## src/rtl/uart_mmio_pkg.sv

```systemverilog
// Shared definitions for the UART MMIO peripheral: register map, STATUS bit positions,
// serial FSM encodings and the baud divisor helper.
package uart_mmio_pkg;

  localparam logic [1:0] REG_TXDATA = 2'd0;
  localparam logic [1:0] REG_RXDATA = 2'd1;
  localparam logic [1:0] REG_STATUS = 2'd2;
  localparam logic [1:0] REG_IRQEN  = 2'd3;

  localparam int ST_TX_FULL  = 0;
  localparam int ST_TX_IDLE  = 1;
  localparam int ST_RX_VALID = 2;
  localparam int ST_RX_FULL  = 3;
  localparam int ST_RX_OVF   = 4;
  localparam int ST_FRM_ERR  = 5;
  localparam int ST_TX_DROP  = 6;

  typedef enum logic [1:0] {TX_IDLE, TX_START, TX_DATA, TX_STOP} tx_state_t;
  typedef enum logic [1:0] {RX_IDLE, RX_START, RX_DATA, RX_STOP} rx_state_t;

  function automatic int calc_div(input int clk_hz, input int baud);
    return clk_hz / baud;
  endfunction

endpackage

```

## src/rtl/sync_fifo.sv

```systemverilog
// Single-clock FIFO with a combinational head; one-cycle write-to-read latency.
// Push on full is dropped unless a pop happens in the same cycle; pop on empty is ignored.
module sync_fifo #(
  parameter int WIDTH = 8,
  parameter int DEPTH = 8
) (
  input  logic             clk,
  input  logic             reset,
  input  logic             push,
  input  logic [WIDTH-1:0] push_dat,
  input  logic             pop,
  output logic [WIDTH-1:0] head,
  output logic             full,
  output logic             empty
);

  localparam int AW = $clog2(DEPTH);
  localparam logic [AW:0] PTR_ONE = (AW + 1)'(1);

  logic [WIDTH-1:0] mem [DEPTH];
  logic [AW:0]      wptr;
  logic [AW:0]      rptr;
  logic             do_push;
  logic             do_pop;

  // Extra pointer MSB separates full from empty when the index bits match.
  assign full    = (wptr[AW] != rptr[AW]) && (wptr[AW-1:0] == rptr[AW-1:0]);
  assign empty   = (wptr == rptr);
  assign do_push = push & (~full | pop);
  assign do_pop  = pop & ~empty;
  assign head    = mem[rptr[AW-1:0]];

  always_ff @(posedge clk) begin
    if (do_push) mem[wptr[AW-1:0]] <= push_dat;
  end

  always_ff @(posedge clk or negedge reset) begin
    if (!reset) begin
      wptr <= '0;
      rptr <= '0;
    end else begin
      if (do_push) wptr <= wptr + PTR_ONE;
      if (do_pop)  rptr <= rptr + PTR_ONE;
    end
  end

endmodule

```

## src/rtl/uart_mmio_periph.sv

```systemverilog
// Memory-mapped 8N1 UART: TX/RX FIFOs, baud timing, sticky-error STATUS; reads are zero-latency.
// Optional UART_IRQ_EN adds the IRQEN register at 0xC and a registered irq output.
module uart_mmio_periph
  import uart_mmio_pkg::*;
#(
  parameter int               WIDTH     = 32,
  parameter logic [WIDTH-1:0] BASE_ADDR = 32'h0000_0400,
  parameter int               CLK_HZ    = 100_000_000,
  parameter int               BAUD      = 115200,
  parameter int               TX_DEPTH  = 8,
  parameter int               RX_DEPTH  = 8
) (
  input  logic             clk,
  input  logic             reset,
  input  logic [WIDTH-1:0] bus_addr,
  input  logic [WIDTH-1:0] bus_wdata,
  input  logic             bus_we,
  input  logic             bus_re,
  output logic             bus_sel,
  output logic [WIDTH-1:0] bus_rdata,
  input  logic             uart_rx,
  output logic             uart_tx
`ifdef UART_IRQ_EN
  , output logic           irq
`endif
);

  localparam int DIV = calc_div(CLK_HZ, BAUD);
  localparam int CW  = $clog2(DIV);
  localparam logic [CW-1:0] DIV_LAST  = CW'(DIV - 1);
  localparam logic [CW-1:0] HALF_LAST = CW'(DIV / 2 - 1);
  localparam logic [CW-1:0] CNT_ONE   = CW'(1);

  logic [1:0]       reg_idx;
  logic             aligned;
  logic             wr;
  logic             rd;
  logic             st_wr;
  logic [WIDTH-1:0] status;
  logic [WIDTH-1:0] irqen_word;
  logic             unused_bits;

  logic             tx_push, tx_pop, tx_full, tx_empty, tx_idle, tx_last;
  logic [7:0]       tx_head;
  tx_state_t        tx_state;
  logic [CW-1:0]    tx_cnt;
  logic [2:0]       tx_bit;
  logic [7:0]       tx_shift;

  logic             rx_push, rx_pop, rx_full, rx_empty, rx_last, rx_stop_hit;
  logic [7:0]       rx_head;
  rx_state_t        rx_state;
  logic [CW-1:0]    rx_cnt;
  logic [2:0]       rx_bit;
  logic [7:0]       rx_shift;
  logic [1:0]       rx_sync;
  logic             rx_s;
  logic             rx_prev;

  logic             rx_ovf, frm_err, tx_drop;
  logic             ovf_set, frm_set, drop_set;

  assign bus_sel     = (bus_addr[WIDTH-1:4] == BASE_ADDR[WIDTH-1:4]);
  assign aligned     = (bus_addr[1:0] == 2'b00);
  assign reg_idx     = bus_addr[3:2];
  assign wr          = bus_sel & bus_we & aligned;
  assign rd          = bus_sel & bus_re & aligned;
  assign tx_push     = wr & (reg_idx == REG_TXDATA);
  assign st_wr       = wr & (reg_idx == REG_STATUS);
  assign rx_pop      = rd & (reg_idx == REG_RXDATA) & ~rx_empty;
  assign unused_bits = ^bus_wdata[WIDTH-1:8];

  always_comb begin
    status              = '0;
    status[ST_TX_FULL]  = tx_full;
    status[ST_TX_IDLE]  = tx_idle;
    status[ST_RX_VALID] = ~rx_empty;
    status[ST_RX_FULL]  = rx_full;
    status[ST_RX_OVF]   = rx_ovf;
    status[ST_FRM_ERR]  = frm_err;
    status[ST_TX_DROP]  = tx_drop;
  end

  always_comb begin
    bus_rdata = '0;
    if (bus_sel && aligned) begin
      case (reg_idx)
        REG_RXDATA: if (!rx_empty) bus_rdata[7:0] = rx_head;
        REG_STATUS: bus_rdata = status;
        REG_IRQEN:  bus_rdata = irqen_word;
        default:    bus_rdata = '0;
      endcase
    end
  end

  sync_fifo #(.WIDTH(8), .DEPTH(TX_DEPTH)) u_tx_fifo (
    .clk      (clk),
    .reset    (reset),
    .push     (tx_push),
    .push_dat (bus_wdata[7:0]),
    .pop      (tx_pop),
    .head     (tx_head),
    .full     (tx_full),
    .empty    (tx_empty)
  );

  sync_fifo #(.WIDTH(8), .DEPTH(RX_DEPTH)) u_rx_fifo (
    .clk      (clk),
    .reset    (reset),
    .push     (rx_push),
    .push_dat (rx_shift),
    .pop      (rx_pop),
    .head     (rx_head),
    .full     (rx_full),
    .empty    (rx_empty)
  );

  // A queued byte follows the stop bit directly, so the FIFO is popped from STOP as well as IDLE.
  assign tx_last = (tx_cnt == DIV_LAST);
  assign tx_pop  = ~tx_empty & ((tx_state == TX_IDLE) | ((tx_state == TX_STOP) & tx_last));
  assign tx_idle = tx_empty & (tx_state == TX_IDLE);

  always_ff @(posedge clk or negedge reset) begin
    if (!reset) begin
      tx_state <= TX_IDLE;
      tx_cnt   <= '0;
      tx_bit   <= '0;
      tx_shift <= '0;
      uart_tx  <= 1'b1;
    end else if (tx_pop) begin
      tx_state <= TX_START;
      tx_cnt   <= '0;
      tx_shift <= tx_head;
      uart_tx  <= 1'b0;
    end else begin
      case (tx_state)
        TX_START: begin
          if (tx_last) begin
            tx_state <= TX_DATA;
            tx_cnt   <= '0;
            tx_bit   <= '0;
            uart_tx  <= tx_shift[0];
          end else tx_cnt <= tx_cnt + CNT_ONE;
        end
        TX_DATA: begin
          if (tx_last) begin
            tx_cnt <= '0;
            if (tx_bit == 3'd7) begin
              tx_state <= TX_STOP;
              uart_tx  <= 1'b1;
            end else begin
              tx_bit   <= tx_bit + 3'd1;
              tx_shift <= {1'b0, tx_shift[7:1]};
              uart_tx  <= tx_shift[1];
            end
          end else tx_cnt <= tx_cnt + CNT_ONE;
        end
        TX_STOP: begin
          if (tx_last) begin
            tx_state <= TX_IDLE;
            tx_cnt   <= '0;
          end else tx_cnt <= tx_cnt + CNT_ONE;
        end
        default: tx_cnt <= '0;
      endcase
    end
  end

  assign rx_s        = rx_sync[1];
  assign rx_last     = (rx_cnt == DIV_LAST);
  assign rx_stop_hit = (rx_state == RX_STOP) & rx_last;
  assign rx_push     = rx_stop_hit & rx_s;
  assign frm_set     = rx_stop_hit & ~rx_s;
  assign ovf_set     = rx_push & rx_full & ~rx_pop;
  assign drop_set    = tx_push & tx_full & ~tx_pop;

  always_ff @(posedge clk or negedge reset) begin
    if (!reset) begin
      rx_sync  <= 2'b11;
      rx_prev  <= 1'b1;
      rx_state <= RX_IDLE;
      rx_cnt   <= '0;
      rx_bit   <= '0;
      rx_shift <= '0;
    end else begin
      rx_sync <= {rx_sync[0], uart_rx};
      rx_prev <= rx_s;
      case (rx_state)
        RX_IDLE: begin
          if (rx_prev && !rx_s) begin
            rx_state <= RX_START;
            rx_cnt   <= '0;
          end
        end
        RX_START: begin
          // Half-bit re-check rejects glitches shorter than DIV/2.
          if (rx_cnt == HALF_LAST) begin
            rx_state <= rx_s ? RX_IDLE : RX_DATA;
            rx_cnt   <= '0;
            rx_bit   <= '0;
          end else rx_cnt <= rx_cnt + CNT_ONE;
        end
        RX_DATA: begin
          if (rx_last) begin
            rx_cnt   <= '0;
            rx_shift <= {rx_s, rx_shift[7:1]};
            rx_bit   <= rx_bit + 3'd1;
            if (rx_bit == 3'd7) rx_state <= RX_STOP;
          end else rx_cnt <= rx_cnt + CNT_ONE;
        end
        RX_STOP: begin
          if (rx_last) begin
            rx_state <= RX_IDLE;
            rx_cnt   <= '0;
          end else rx_cnt <= rx_cnt + CNT_ONE;
        end
        default: rx_state <= RX_IDLE;
      endcase
    end
  end

  // Sticky errors: a new event in the same cycle as its W1C keeps the bit set.
  always_ff @(posedge clk or negedge reset) begin
    if (!reset) begin
      rx_ovf  <= 1'b0;
      frm_err <= 1'b0;
      tx_drop <= 1'b0;
    end else begin
      rx_ovf  <= (rx_ovf  & ~(st_wr & bus_wdata[ST_RX_OVF]))  | ovf_set;
      frm_err <= (frm_err & ~(st_wr & bus_wdata[ST_FRM_ERR])) | frm_set;
      tx_drop <= (tx_drop & ~(st_wr & bus_wdata[ST_TX_DROP])) | drop_set;
    end
  end

`ifdef UART_IRQ_EN
  logic [2:0] irqen;
  logic       err_any;

  assign err_any    = rx_ovf | frm_err | tx_drop;
  assign irqen_word = {{(WIDTH-3){1'b0}}, irqen};

  always_ff @(posedge clk or negedge reset) begin
    if (!reset) begin
      irqen <= '0;
      irq   <= 1'b0;
    end else begin
      if (wr && (reg_idx == REG_IRQEN)) irqen <= bus_wdata[2:0];
      irq <= |(irqen & {err_any, tx_idle, ~rx_empty});
    end
  end
`else
  assign irqen_word = '0;
`endif

endmodule

```

## config.mk

```make
export PLATFORM = sky130hd
export DESIGN_NAME = uart_mmio_periph
export DESIGN_NICKNAME = d
export VERILOG_FILES = /design/src/rtl/uart_mmio_pkg.sv /design/src/rtl/sync_fifo.sv /design/src/rtl/uart_mmio_periph.sv
export SDC_FILE = /design/constraint.sdc
export NUM_CORES = 1
export LEC_CHECK = 0
export ABC_CLOCK_PERIOD_IN_PS = 6300
export BUFFER_PORTS_ARGS = -buffer_cell sky130_fd_sc_hd__buf_2
export CAP_MARGIN = 30
export CORE_MARGIN = 4
export CORE_UTILIZATION = 30
export CTS_CLUSTER_DIAMETER = 150
export DETAILED_ROUTE_END_ITERATION = 12
export GPL_TIMING_DRIVEN = 0
export HOLD_SLACK_MARGIN = 0.1
export MAX_ROUTING_LAYER = met4
export PLACE_DENSITY_LB_ADDON = 0.15
export SYNTH_ARGS = -nofsm -noshare
export SYNTH_HDL_FRONTEND = slang
export SYNTH_SLANG_ARGS = --single-unit
```

## constraint.sdc

```tcl
create_clock -name clk -period 6.3 [get_ports clk]
set_clock_uncertainty 0.15 [all_clocks]
set_input_delay 0.315 -clock clk [delete_from_list [all_inputs] [get_ports clk]]
set_output_delay 0.315 -clock clk [all_outputs]
set_load 0.02 [all_outputs]
```

# Yosys cells after proc, flatten, opt, wreduce, memory -nomap -nowiden

Memory sizes are Yosys's and may differ from the RTL's.
Index checks and enable logic that the tools add are counted.

Register bits after elaboration: 69
Bits in latches: 0
Memory bits (writable): 128
Bits in read-only memories: 0
Input bits: 69
Output and inout port bits: 34
Memories: 2

Memory list:

| memory        | words | bits a word | read ports | clocked after Yosys merged registers in | write ports | RTL line        | source |
|---|---|---|---|---|---|---|---|
| u_rx_fifo.mem | 8     | 8           | 1          | 0                                       | 1           | sync_fifo.sv:20 | `logic [WIDTH-1:0] mem [DEPTH];` |
| u_tx_fifo.mem | 8     | 8           | 1          | 0                                       | 1           | sync_fifo.sv:20 |  |

Add/sub/neg operators: 8
Multiply operators: 0
Divide/modulo/power cells: 0
$lt $le $gt $ge: 0
Equal/unequal tests: 33
Shift operators: 0
Mux-type cells: 43
Bitwise operators: 44
Reduce and logical (&&, ||, !) cells: 24

Operators with widths:

| cell                  | count |
|---|---|
| $mux 10               | 6 |
| $mux 8                | 6 |
| $pmux 10 s3           | 1 |
| $and 1x1->1           | 28 |
| $eq 28x7->1 const B   | 1 |
| $mux 2                | 11 |
| $add 10x1->10 const B | 2 |
| $eq 10x10->1 const B  | 2 |
| $ne 2x2->1 const B    | 9 |
| $add 4x1->4 const B   | 4 |
| $pmux 8 s2            | 1 |
| $mux 3                | 5 |
| $reduce_and 5->1      | 3 |
| $ne 3x3->1 const B    | 4 |
| $pmux 3 s2            | 2 |
| $eq 10x9->1 const B   | 1 |
| $eq 2x2->1 const B    | 5 |
| $not 1->1             | 10 |
| $reduce_and 3->1      | 3 |
| $eq 4x4->1            | 2 |
| $logic_not 2->1       | 4 |
| $mux 1                | 8 |
| $pmux 2 s4            | 1 |
| $reduce_bool 2->1     | 4 |
| 15 further kinds      | 29 |

# Logic depth before layout (Yosys ltp)

Depth in word-level cells: 9
Depth in mapped cells: 7

# Cells and area by module

From an unflattened synthesis, not the netlist that was laid out.

Cells, all modules: 622
Area, all modules: 9359.0 sq um

Modules (own cells, without submodules):

| module                 | instances | cells an instance | area each (sq um) | sequential area each (sq um) |
|---|---|---|---|---|
| uart_mmio_periph       | 1         | 322               | 3190.6            | 1331.3 |
| sync_fifo at u_rx_fifo | 1         | 151               | 3094.2            | 2122.0 |
| sync_fifo at u_tx_fifo | 1         | 149               | 3074.2            | 2122.0 |

# Worst setup path after synthesis

No wires, ideal clock.

Path kind: register to register
From: reg tx_cnt[3]
To: mem u_tx_fifo.mem[0][0] (enable)
Arrival: 2.454 ns
Path slack: 3.302 ns
Stages on the path, launching flop included: 6
Path buffers: 0
Period minus slack after synthesis: 2.998 ns
Cells stage by stage: dfrtp_1 -> or4b_4 -> nor4_4 -> or3b_2 -> nand3_4 -> nor4_1

Longest elaborated chain between the ends: 8

RTL lines:

| item                         | RTL line                | source |
|---|---|---|
| start: declaration           | uart_mmio_periph.sv:46  | `logic [CW-1:0] tx_cnt;` |
| start signal: assignment     | uart_mmio_periph.sv:143 | `end else tx_cnt <= tx_cnt + CNT_ONE;` |
| start signal: assignment     | uart_mmio_periph.sv:156 | `end else tx_cnt <= tx_cnt + CNT_ONE;` |
| start signal: assignment     | uart_mmio_periph.sv:162 | `end else tx_cnt <= tx_cnt + CNT_ONE;` |
| $eq 10x10->1                 | uart_mmio_periph.sv:119 | `assign tx_last = (tx_cnt == DIV_LAST);` |
| $and 1x1->1                  | uart_mmio_periph.sv:120 | `assign tx_pop = ~tx_empty & ((tx_state == TX_IDLE) \| ((tx_state == TX_STOP) & tx_last));` |
| $or 1x1->1                   | uart_mmio_periph.sv:120 |  |
| $and 1x1->1                  | uart_mmio_periph.sv:120 |  |
| $or 1x1->1                   | sync_fifo.sv:29         | `assign do_push = push & (~full \| pop);` |
| $and 1x1->1                  | sync_fifo.sv:29         |  |
| $mux 1                       | sync_fifo.sv:34         | `if (do_push) mem[wptr[AW-1:0]] <= push_dat;` |
| $mux 1 (implied by the code) | sync_fifo.sv:34         |  |
| end: declaration             | sync_fifo.sv:20         |  |

No other way between the ends.

# Worst setup path in the final report

From: reg u_rx_fifo.rptr[1]
To: out bus_rdata[0]

Longest elaborated chain between the ends: 4

RTL lines:

| item                                             | RTL line               | source |
|---|---|---|
| start: declaration                               | sync_fifo.sv:22        | `logic [AW:0] rptr;` |
| start signal: assignment                         | sync_fifo.sv:43        | `if (do_pop) rptr <= rptr + PTR_ONE;` |
| $mem_v2 8x8 / $eq 4x4->1 (equally long branches) | --                     |  |
| $mux 8 (*)                                       | uart_mmio_periph.sv:88 | `REG_RXDATA: if (!rx_empty) bus_rdata[7:0] = rx_head;` |
| $pmux 8 s2 (*)                                   | uart_mmio_periph.sv:87 | `case (reg_idx)` |
| $mux 8 (*)                                       | uart_mmio_periph.sv:86 | `if (bus_sel && aligned) begin` |
| end: declaration                                 | uart_mmio_periph.sv:20 | `output logic [WIDTH-1:0] bus_rdata,` |

Every way passes the cells marked *; elsewhere a longest branch is shown, timed or not.

==> results.cfg <==
[die]
die_y_um = 179
rows = 62
boundaryPins = 103
start_util_pct = 30.5
die-area_um2 = 32200
dieWidth_um = 179
core_area_um2 = 28900

[clock_tree]
h-tree-depth = 4
cts_tree = yes
cts.clk_slew.worst_paths_ps = 70
cts_setup_buffers = 0
numCtsBuffers = 17
cts-root-buf = clkbuf_16
clock_sink_count = 197
clock_latency_ps = 430
cts_max_path_buffers = 2

[placed_design]
place_congestion = 0.794
place_hpwl_um = 14000
dp.cells = 1075
io_buffer_count = 54

[critical_path]
arrival_ps = 2980
cpLargestDelayFamily = buffers and inverters
critical_path.slowest_cell = clkbuf_1
cp-start-kind = register
cp_max_fo = 10
endpoint_kind = primary output
critPathRequiredTime_ps = 5830
critPathBufInv = 3
critical_path.max_stage_delay_ps = 530
cp_cell_sequence = clkbuf_1, clkbuf_1, mux4_2, mux2_2, a22oi_1, nor2_1, buf_2
crit_top_cell = clkbuf_1
path_class = register to primary output

[synthesis]
ys_top_cells_by_count = edfxtp_1, dfrtp_1, nand2_1, nor2_1, mux4_2
synth_simple_gate_area_share_pct = 10.5
synthAdderAreaFrac_pct = 1.99
avgSynthCellArea_um2 = 14.6
syn-cell-area_um2 = 8810
yosysMostFrequentCell = edfxtp_1
synth_top_family_by_area = multiplexers
synth_compound_area_share_pct = 5.40
synth_edf_count = 128
seq_area_frac_synth_pct = 63.3
netlist_top_cells_area = edfxtp_1, dfrtp_1, mux4_2, xnor2_1, mux2_2
ys_ff_latch = 197
netlist_instances = 603
async_flop_share_pct = 35.0
ys.flop_type = edfxtp_1
ys_warn_count = 0
yosysUniqueCellTypes = 64
synth_top_area_share_pct = 43.6
synth-xor-area-share_pct = 3.08
yosysTopAreaCell = edfxtp_1
muxShareOfSynthArea_pct = 11.7

[power_and_ir_drop]
cellLeakagePower_uw = 0.00408
finalPower_uw = 2740
p_per_area_nw_per_um2 = 259
peakVddDrop_mv = 0.178

[cells_and_area]
syn_to_final_growth_pct = 20.0
multi_input_area_um2 = 3040
utilization_pct = 36.6
post_route_cells_drive_above_1_share_pct = 28.4
layout.cells.non_filler = 1122
register_area_um2 = 5580
fill_cells = 2801
nNetsFinal = 807

[timing]
setup_viol = 0
min_period_over_period_pct = 54.6
final-hold-violation-count = 0
tightest_slew_ps = 934
timing.setup.tns_ps = 0
rsz0062_at_grt = no
fmaxAchievable_mhz = 290
period_needed_ps = 3440
slew_violations = 0
max_slew_margin_pct = 37.4

[routing]
wire_per_inst_um = 17.9
drc = 0
viasPerCell = 4.76
dr.first_iter.drc_count = 405
drtPass1Iterations = 4
route.antenna.remaining_nets = 0
via_count = 5342
routed_wl_um = 20000

[global_route]
grt_pass1_wl_um = 31200
grt_max_degree = 64
grt_pass1_vias = 5434
grt.total_usage_pct = 13.2
antenna_found_initial = 1
grt_overflow = 0

[run]
maxCapViolations = 0

[hold_path]
min_path_type = input pin to register

[status]
status = finished, final reports clean
[cell families after synthesis]
group                    Yosys count
AO/OA/AOI/OAI                     67
buffers and inverters             66
multiplexers                      61
AND/OR/NAND/NOR                  166
other                              1
adder cells (fa/ha/maj)           14
flip-flops                       197
XOR/XNOR                          31
[layout make-up]
cell class,count,area share [%]
antenna,1,0.0237
buffer,49,2.73
clock buffer,18,4.06
clock inverter,14,1.72
inverter,17,0.603
multi-input combinational,363,28.7
sequential,197,52.7
tap,384,4.54
timing repair buffer,79,4.87
[path summary, 6_finish.rpt]
check                                           endpoint  cells past startpoint  slack (ps)                          start
max reg2reg                u_rx_fifo.mem[2][1]$_DFFE_PP_                      6        3110          rx_cnt[3]$_DFFE_PN0N_
min                        u_rx_fifo.rptr[2]$_DFFE_PN0P_                      4         150                    bus_addr[1]
max in group asynchronous          rx_cnt[0]$_DFFE_PN0N_                      3        5050                          reset
min in group asynchronous          rx_bit[2]$_DFFE_PN0P_                      3         270                          reset
max                                         bus_rdata[0]                      7        2860  u_rx_fifo.rptr[1]$_DFFE_PN0P_
min reg2reg                         rx_sync[1]$_DFF_PN1_                      0         220           rx_sync[0]$_DFF_PN1_
[worst min-delay path: cells and delay by family]
family                 cells  cell delay, ps
buffers and inverters      1             100
XOR/XNOR                   1              60
AND/OR/NAND/NOR            2             200
[cell usage in the layout (no fill, tap or decap), drive strengths merged, types with 4 or more instances in the layout]
master | synthesis | final
a21oi | 13 | 13
a221o | 6 | 6
and3 | 8 | 8
buf | 31 | 96
clkbuf | 18 | 36
clkinv | 0 | 7
conb | 1 | 24
dfrtp | 65 | 65
dfstp | 4 | 4
dlygate4sd3 | 0 | 14
edfxtp | 128 | 128
ha | 14 | 14
inv | 17 | 23
mux2 | 18 | 18
mux2i | 11 | 11
mux4 | 32 | 32
nand2 | 40 | 40
nand3 | 17 | 17
nand4 | 10 | 10
nor2 | 39 | 39
nor2b | 4 | 4
nor3 | 11 | 11
nor4 | 17 | 17
nor4b | 4 | 4
o21ai | 15 | 15
xnor2 | 22 | 22
xor2 | 9 | 9
[power breakdown]
part / switching [uW] / internal [uW] / leakage (uW) / total (uW)
Combinational: 92.0 / 78.2 / 0.00154 / 170
Clock: 537 / 573 / 0.000296 / 1110
Sequential: 43.1 / 1410 / 0.00224 / 1460
[state kept, by name, summed over array words and instances (netlist names), 8 cells and up, named ones only]
register,cells
u_rx_fifo.mem,64
tx_cnt,10
rx_cnt,10
rx_shift,8
u_tx_fifo.mem,64
tx_shift,8
[layer usage]
layer  part of all wire (%)  wire [um]  global-route usage (%)
met1                     44       8760                    16.8
met3                    4.2        840                    2.52
met5                      0          0                       -
met2                     51      10300                    22.0
met4                   0.70        140                    2.79
[per-stage QoR]
step,worst slack [ps],hold slack [ps],area (um2)
after global routing,2570,144,10600
after floorplan,3300,-131,8900
final,2860,146,10600
after detailed placement,3000,1.62,9820
after global placement,2100,197,9650
after CTS,2780,125,10600
[timing repair]
| item | in CTS | in global routing |
|---|---|---|
| gates resized for setup | 0 | 0 |
| endpoints found under the hold margin | 133 | 0 |
| hold buffers | 14 | 0 |
No activity file was read; power rests on OpenSTA's default activity.
